[config.mk]
export PLATFORM = sky130hd
export DESIGN_NAME = cpu_flags
export DESIGN_NICKNAME = d
export VERILOG_FILES = /design/src/rtl/cpu_flags.sv
export SDC_FILE = /design/constraint.sdc
export NUM_CORES = 1
export LEC_CHECK = 0
export CELL_PAD_IN_SITES_DETAIL_PLACEMENT = 0
export CELL_PAD_IN_SITES_GLOBAL_PLACEMENT = 1
export CORE_ASPECT_RATIO = 0.5
export CORE_MARGIN = 5
export CORE_UTILIZATION = 26
export DETAILED_ROUTE_END_ITERATION = 12
export PLACE_DENSITY_LB_ADDON = 0.1
export RECOVER_POWER = 50
export SYNTH_ARGS = -nofsm -noshare
export SYNTH_HDL_FRONTEND = slang
export SYNTH_SLANG_ARGS = --single-unit
[constraint.sdc]
create_clock -name clk -period 3.5 [get_ports clk]
set_input_delay 0.35 -clock clk [delete_from_list [all_inputs] [get_ports clk]]
set_output_delay 0.35 -clock clk [all_outputs]
set_load 0.005 [all_outputs]
[src/rtl/cpu_flags.sv]
// cpu_flags -- 6502-style processor status register plus a one-deep ALU
// result holding register.
//
// Ports:
//   clk                 system clock, all state updates on the rising edge
//   rst_n               synchronous active-low reset
//   alu_add, alu_sub    ALU operation strobes for this cycle (add wins if both)
//   alu_A, alu_B        ALU operands
//   alu_out             ALU result for this cycle
//   upd_nz/upd_c/upd_v  latch N/Z, C, V from the current ALU operation
//   set_*/clr_*, clr_v  explicit flag operations (set+clr together = neither)
//   p_load, p_in        load N,V,D,I,Z,C from a status byte (PLP/RTI)
//   brk                 value presented on p_out[4], combinational
//   res_we, res_ack     result write strobe / consumer acknowledge
//   res, res_valid      registered ALU result and its pending flag
//   p_out               {N,V,1,brk,D,I,Z,C}
//   flag_n..flag_c      individual flag outputs
module cpu_flags (
   input  logic       clk,
   input  logic       rst_n,
   input  logic       alu_add,
   input  logic       alu_sub,
   input  logic [7:0] alu_A,
   input  logic [7:0] alu_B,
   input  logic [7:0] alu_out,
   input  logic       upd_nz,
   input  logic       upd_c,
   input  logic       upd_v,
   input  logic       set_c,
   input  logic       clr_c,
   input  logic       set_i,
   input  logic       clr_i,
   input  logic       set_d,
   input  logic       clr_d,
   input  logic       clr_v,
   input  logic       p_load,
   input  logic [7:0] p_in,
   input  logic       brk,
   input  logic       res_we,
   input  logic       res_ack,
   output logic [7:0] res,
   output logic       res_valid,
   output logic [7:0] p_out,
   output logic       flag_n,
   output logic       flag_v,
   output logic       flag_d,
   output logic       flag_i,
   output logic       flag_z,
   output logic       flag_c
);

   logic       r_n, r_v, r_d, r_i, r_z, r_c;
   logic [7:0] r_res;
   logic       r_res_valid;

   logic       w_add, w_sub;
   logic [8:0] w_sum;
   logic       w_c_alu, w_v_alu;
   logic       w_n_nxt, w_v_nxt, w_d_nxt, w_i_nxt, w_z_nxt, w_c_nxt;

   // Add takes precedence when both strobes are asserted.
   assign w_add = alu_add;
   assign w_sub = alu_sub & ~alu_add;
   assign w_sum = {1'b0, alu_B} + {1'b0, alu_A};

   // Carry is not-borrow for subtract; overflow from operand/result signs.
   always_comb begin
      w_c_alu = 1'b0;
      w_v_alu = 1'b0;
      if (w_add) begin
         w_c_alu = w_sum[8];
         w_v_alu = ~(alu_A[7] ^ alu_B[7]) & (alu_B[7] ^ alu_out[7]);
      end else if (w_sub) begin
         w_c_alu = (alu_B >= alu_A);
         w_v_alu = (alu_A[7] ^ alu_B[7]) & (alu_B[7] ^ alu_out[7]);
      end
   end

   // Per-flag priority: p_load, explicit set/clr, ALU update, hold.
   // A simultaneous set and clear cancels and falls through.
   always_comb begin
      w_n_nxt = r_n;
      w_v_nxt = r_v;
      w_d_nxt = r_d;
      w_i_nxt = r_i;
      w_z_nxt = r_z;
      w_c_nxt = r_c;
      if (p_load) begin
         w_n_nxt = p_in[7];
         w_v_nxt = p_in[6];
         w_d_nxt = p_in[3];
         w_i_nxt = p_in[2];
         w_z_nxt = p_in[1];
         w_c_nxt = p_in[0];
      end else begin
         if (upd_nz) begin
            w_n_nxt = alu_out[7];
            w_z_nxt = (alu_out == 8'h00);
         end

         if (set_c ^ clr_c)
            w_c_nxt = set_c;
         else if (upd_c && (w_add || w_sub))
            w_c_nxt = w_c_alu;

         if (clr_v)
            w_v_nxt = 1'b0;
         else if (upd_v && (w_add || w_sub))
            w_v_nxt = w_v_alu;

         if (set_d ^ clr_d)
            w_d_nxt = set_d;
         if (set_i ^ clr_i)
            w_i_nxt = set_i;
      end
   end

   always_ff @(posedge clk) begin
      if (!rst_n) begin
         r_n         <= 1'b0;
         r_v         <= 1'b0;
         r_d         <= 1'b0;
         r_i         <= 1'b1;
         r_z         <= 1'b0;
         r_c         <= 1'b0;
         r_res       <= '0;
         r_res_valid <= 1'b0;
      end else begin
         r_n <= w_n_nxt;
         r_v <= w_v_nxt;
         r_d <= w_d_nxt;
         r_i <= w_i_nxt;
         r_z <= w_z_nxt;
         r_c <= w_c_nxt;
         // A write always wins over an acknowledge so new data is never lost.
         if (res_we) begin
            r_res       <= alu_out;
            r_res_valid <= 1'b1;
         end else if (res_ack) begin
            r_res_valid <= 1'b0;
         end
      end
   end

   assign res       = r_res;
   assign res_valid = r_res_valid;
   assign p_out     = {r_n, r_v, 1'b1, brk, r_d, r_i, r_z, r_c};
   assign flag_n    = r_n;
   assign flag_v    = r_v;
   assign flag_d    = r_d;
   assign flag_i    = r_i;
   assign flag_z    = r_z;
   assign flag_c    = r_c;

endmodule

==> impl_metrics.toml, run 1 <==
[detailed_routing]
vias = 1083
drt_first_iter_violations = 34
totalWireLength_mm = 2.908
detail_route.drc_violations = 0
route.detailed.wl_per_inst_um = 11.73
routed_via_density = 4.367
antenna_violating_nets_post_route = 0
detail_route.first_pass.iterations = 4

[timing]
final_hold_viol_count = 0
fin_clk_skew_ns = 0
worst-slew-pin-transition_ns = 0.5163
maxClockFrequency_mhz = 574.7
setup_ws_ns = 1.760
timing.final.setup_violations = 0
period_share_pct = 49.72
tns_ns = 0
timing.slew.headroom_pct = 65.47
min_period_ns = 1.740
maxSlewViolCount = 0
grt_setup_unrepaired = "false"
whs_ns = 0.5030

[floorplan]
top_level_port_count = 73
placeableCoreArea_um2 = 4044
placementRows = 16
start_util_pct = 27.88
die_area_um2 = 5832
fp.dieW_um = 103.1
floorplan.die.height_um = 56.56

[placed_design]
numPlacedInstances = 244
dpl-instance-area_um2 = 1792
dp_slack_ns = 1.466
place_hpwl_mm = 2.462
place.gp.congestion = 0.6973
port_buffers = 67

[logic_synthesis]
number_of_enable_type_register_cells_in_the_synthesized_netlist = 0
netlist_instances = 134
synth_top_cells_by_count = "ha_1, dfxtp_1, nor2b_1, inv_1, mux2i_1"
synth_top_cells_by_area = "dfxtp_1, ha_1, mux2i_1, nor2b_1, buf_4"
synth_sequential_area_ratio_pct = 26.64
synth.ff_latch_count = 15
synth_top_area_share_pct = 26.64
synth_most_common_cell = "ha_1"
synthesized_netlist_net_count = 200
yosys.area.top_type = "dfxtp_1"
ys_async_sr_fraction_pct = 0
synth.yosys.warnings = 0
synth_ff_type = "dfxtp_1"
synth_cell_type_count = 30
syn_area_per_cell_um2 = 8.413
syn_area_um2 = 1127

[finish]
flow.area_growth_from_synthesis_pct = 63.04
final_cells = 248
postLayoutCellArea_um2 = 1838
final_layout_size_suffix_gt1_share_pct = 3.093
finish.net_count = 261
footprint_of_the_multi_input_gates_um2 = 704.4
seq_area_um2 = 300.3
final_core_utilization_pct = 45.45
insertedDiodeCount = 0
fillers = 405

[worst_setup_path]
worstPathBufferInverterCount = 3
worstSetupPathType = "input port to flip-flop"
reg2reg_to = "flag_v$_SDFFE_PN0P_"
critPathLaunchType = "input port"
critical_path.cell_chain = "clkdlybuf4s50_1 -> inv_1 -> ha_1 -> inv_1 -> a21oi_1 -> nor3_1 -> o311ai_0 -> a31oi_1"
path_depth = 8
worstSetupEndpointType = "flip-flop"
critical-path-slowest-cell = "clkdlybuf4s50_1"
required_ns = 3.62
critical_path_arrival_ns = 1.86
worst-r2r-setup-slack_ns = 2.65
timing.rr.start = "flag_v$_SDFFE_PN0P_"
worst_path_largest_cell_delay_ns = 0.48
reg2regPathDepth = 3
cpMostUsedCell = "inv_1"
critical_path.top_delay_family = "compound AO/OA/AOI/OAI gates"
critPathMaxFanout = 2

[min_path]
worst_hold_path_type = "flip-flop to flip-flop"
hold-path-endpoint = "flag_d$_SDFFE_PN0P_"
timing.hold.worst.start = "flag_d$_SDFFE_PN0P_"
worst_hold_path.num_cells = 2

[clock_tree]
cts.root.buffer_cell = "clkbuf_8"
cts_resized = 0
ctsHoldBuffers = 0
clk_slew_on_worst_s_h_paths_ns = 0.06
clk-insertion-delay-late_ns = 0.25
clock_sinks = 15
tritoncts = "built"
cts_made_buffers = 3
worst_case_clock_buffer_depth = 2
post_cts.repair.setup_buffers = 0
cts_htree_levels = 1

[global_route]
grt_util_all_layers_pct = 10.29
grt_start_max_net_pins = 16
grt_first_pass_wirelength_mm = 4.850
antenna_found_initial = 0
leftover_overflow_at_the_end_of_global_routing = 0
grt_pass1_vias = 1074

[run]
maxCapViolations = 0

[pwr]
power.density_nw_per_um2 = 266.3
power.static_leakage_nw = 0.8055
total_power_mw = 0.4894
vdd_ir_drop_max_v = 0.0001309

[outcome]
status = "finished clean"
## layout make-up
| class | instances | area share [%] |
|---|---|---|
| clock buffers | 3 | 2.246 |
| inverters | 13 | 2.655 |
| clock inverters | 1 | 0.2723 |
| well taps | 54 | 3.676 |
| multi-input cells | 95 | 38.33 |
| repair buffers | 67 | 36.49 |
| flip-flops and latches | 15 | 16.34 |
## routing by layer
metal,part of all wire (%),up-vias,global-route usage [%]
met5,0,-,0
met3,7.2,2,3.337
met4,0.93,0,2.214
met1,45,480,12.45
li1,-,570,-
met2,47,31,17.68
## flip-flops by register name, summed over array words and instances (netlist names)
| signal | cells |
|---|---|
| flag_d | 1 |
| res | 8 |
| flag_v | 1 |
| flag_n | 1 |
| flag_c | 1 |
| flag_i | 1 |
| res_valid | 1 |
| flag_z | 1 |
## cell usage in the layout, fill, tap and decap left out, types with 3 or more instances in the layout
master and count:
a21oi_1 8, clkbuf_8 3, clkdlybuf4s50_1 60, dfxtp_1 15
dlygate4sd3_1 7, ha_1 16, inv_1 13, mux2i_1 9
nand2_1 8, nor2_1 5, nor2b_1 14, nor4_1 3
o21ai_0 7
## worst register-to-register path, cell delays in order (launching register included)
cell     delay (ns)
dfxtp_1        0.32
a32oi_1        0.18
o31ai_1        0.08
and2_1         0.17
## logic make-up (layout without fill, tap and decap cells)
| group | count (synthesis) | after routing | synth area share [%] |
|---|---|---|---|
| buf+inv | 24 | 84 | 10.88 |
| flops | 15 | 15 | 26.64 |
| mux | 9 | 9 | 7.991 |
| fa+ha+maj | 16 | 16 | 17.76 |
| compound gates | 29 | 29 | 16.09 |
| xor+xnor | 1 | 1 | 0.7771 |
| other cells | 1 | 1 | 0.3326 |
| simple gates | 39 | 39 | 19.53 |
## worst max path at each step
stage,endpoint,slack (ns),start
after floorplan,flag_c$_SDFFE_PN0P_,2.13,alu_A[1]
after global placement,flag_c$_SDFFE_PN0P_,1.48,alu_A[1]
after detailed placement,flag_c$_SDFFE_PN0P_,1.47,alu_A[1]
after CTS,flag_c$_SDFFE_PN0P_,1.74,alu_A[1]
after global routing,flag_c$_SDFFE_PN0P_,1.59,alu_B[7]
final,flag_c$_SDFFE_PN0P_,1.76,alu_A[1]
## power breakdown
| part | switching [mW] | leakage (nW) | internal [mW] | total (mW) |
|---|---|---|---|---|
| registers | 0.00615 | 0.124 | 0.182 | 0.188 |
| logic | 0.0570 | 0.656 | 0.100 | 0.157 |
| clock network | 0.0654 | 0.0255 | 0.0789 | 0.144 |
| total | 0.129 | 0.805 | 0.361 | 0.489 |
No activity file was read; power rests on OpenSTA's default activity.
==> run 2, diff against run 1 <==
--- a/config.mk
+++ b/config.mk
@@ -9,7 +9,7 @@
 export CELL_PAD_IN_SITES_GLOBAL_PLACEMENT = 1
 export CORE_ASPECT_RATIO = 0.5
 export CORE_MARGIN = 5
-export CORE_UTILIZATION = 26
+export CORE_UTILIZATION = 22
 export DETAILED_ROUTE_END_ITERATION = 12
 export PLACE_DENSITY_LB_ADDON = 0.1
 export RECOVER_POWER = 50
==> constraint.sdc (replaced) <==
create_clock -name clk -period 1.6 [get_ports clk]
set_input_delay 0.16 -clock clk [delete_from_list [all_inputs] [get_ports clk]]
set_output_delay 0.16 -clock clk [all_outputs]
set_load 0.005 [all_outputs]
==> run 2 against run 1 <==
Highest routed layer unchanged. Flip-flop and latch count unchanged. Count of clock-buffer cells in the layout unchanged. Final cell count up 11%. First-iteration DRC count up 15%. Global-route usage down 1.1 points. Clock power up 120%. Critical endpoint unchanged. Clock skew unchanged.
==> impl_metrics.toml, run 2 (synthesis results as in run 1) <==
[clock_tree]
cts_made_buffers = 3
tritoncts = "built"
worst_case_clock_buffer_depth = 2
clk-insertion-delay-late_ns = 0.25
cts_htree_levels = 1
clock_sinks = 15
clk_slew_on_worst_s_h_paths_ns = 0.06
ctsHoldBuffers = 0
cts.root.buffer_cell = "clkbuf_8"

[outcome]
status = "finished clean"

[timing]
grt_setup_unrepaired = "false"
whs_ns = 0.3200
fin_clk_skew_ns = 0
min_period_ns = 1.509
timing.final.setup_violations = 0
setup_ws_ns = 0.09148
final_hold_viol_count = 0
worst-slew-pin-transition_ns = 0.5253
maxSlewViolCount = 0
period_share_pct = 94.28
maxClockFrequency_mhz = 662.9
timing.slew.headroom_pct = 64.87

[worst_setup_path]
reg2regPathDepth = 3
required_ns = 1.72
critPathLaunchType = "input port"
critPathMaxFanout = 6
worstSetupPathType = "input port to flip-flop"
critical_path_arrival_ns = 1.63
worstSetupEndpointType = "flip-flop"

[floorplan]
die_area_um2 = 6743
placeableCoreArea_um2 = 4932
start_util_pct = 22.86
floorplan.die.height_um = 60.62
top_level_port_count = 73
placementRows = 18
fp.dieW_um = 111.2

[finish]
fillers = 522
postLayoutCellArea_um2 = 1939
finish.net_count = 272
most_common_cell_after_layout_fill_and_taps_aside = "clkdlybuf4s50_1"
insertedDiodeCount = 0
footprint_of_the_multi_input_gates_um2 = 706.9
most-common-layout-cells = "clkdlybuf4s50_1, ha_1, dfxtp_1"
final_layout_size_suffix_gt1_share_pct = 8.293
seq_area_um2 = 300.3
flow.area_growth_from_synthesis_pct = 72.03
final_cells = 275
flip_flop_count_of_the_largest_register_after_layout = 8

[pwr]
power.internal_mw = 0.8069
netSwitchingPower_mw = 0.2807
power.share.combinational_pct = 33.6
share_seq_of_total_power_pct = 37.9
power.density_nw_per_um2 = 560.8
power.share.switching_pct = 25.81
vdd_ir_drop_max_v = 0.0002415
total_power_mw = 1.088
clock_power_share_pct = 28.6
power.static_leakage_nw = 0.8559

[global_route]
grt_first_pass_wirelength_mm = 5.057
leftover_overflow_at_the_end_of_global_routing = 0
grt_start_max_net_pins = 11
grt_pass1_vias = 1140
grt_util_all_layers_pct = 9.238
antenna_found_initial = 0

[run]
maxCapViolations = 0

[min_path]
worst_hold_path.num_cells = 0
worst_hold_path_type = "input port to output port"

[detailed_routing]
drt_first_iter_violations = 39
routed_via_density = 4.000
antenna_violating_nets_post_route = 0
route.detailed.wl_per_inst_um = 11.14
detail_route.first_pass.iterations = 2
detail_route.drc_violations = 0
vias = 1100
totalWireLength_mm = 3.063

[placed_design]
port_buffers = 67
place_hpwl_mm = 2.644
dpl-instance-area_um2 = 1887
numPlacedInstances = 270
place.gp.congestion = 0.7371
dp_slack_ns = -0.2461
==> run 2: cell count changes in the layout (fill, tap and decap cells not counted), sizes merged <==
cell / delta
clkdlybuf4s50: +1
dlygate4sd3: -1
buf: +10
clkbuf: +1
==> run 2: worst paths after layout <==
path	startpoint	end	slack, ns
worst max-delay path	alu_A[7]	flag_c$_SDFFE_PN0P_	0.09
worst max register to register	flag_v$_SDFFE_PN0P_	flag_v$_SDFFE_PN0P_	0.77
worst min register to register	flag_d$_SDFFE_PN0P_	flag_d$_SDFFE_PN0P_	0.50
worst min-delay path	brk	p_out[4]	0.32
==> run 2: through the flow <==
step	util (%)	setup TNS, ns
after floorplan	-	0
after global placement	38.25	-0.3282
after detailed placement	38.25	-0.3935
after CTS	39.19	0
after global routing	39.32	0
final	39.32	0
==> run 2: worst max-delay path, stage by stage <==
cell	delay [ns]
clkdlybuf4s50_1	0.48
inv_1	0.05
ha_2	0.36
nor2b_1	0.06
o21ai_0	0.16
nand4b_1	0.12
a31oi_1	0.15
a31oi_1	0.10
==> run 2: cell type report <==
class / count / area share [%]
Multi-Input combinational cell: 95 / 36.45
Clock buffer: 3 / 2.129
Clock inverter: 1 / 0.2581
Sequential cell: 15 / 15.48
Timing Repair Buffer: 78 / 38.65
Inverter: 13 / 2.516
Tap cell: 70 / 4.516
==> run 2: routing by layer <==
metal	vias up	track usage [%]	share of wire, %	routed length [um]
li1	593	-	-	-
met1	472	11.06	45	1377
met2	33	16.62	48	1480
met3	2	2.789	5.8	178
met4	0	2.600	0.88	27
met5	-	0	0	0
==> run 2: what timing repair did <==
item | CTS | global route
endpoints found under the setup margin | 0 | 2
buffers inserted | 0 | 1
resized for setup | 0 | 2
==> run 2: power by group through the flow <==
| stage | Sequential, mW | Clock, mW | Combinational, mW |
|---|---|---|---|
| after global routing | 0.416 | 0.342 | 0.404 |
| after global placement | 0.421 | 0 | 0.372 |
| after detailed placement | 0.421 | 0 | 0.371 |
| after CTS | 0.413 | 0.329 | 0.374 |
| after floorplan | 0.422 | 0 | 0.146 |
| final | 0.412 | 0.311 | 0.365 |
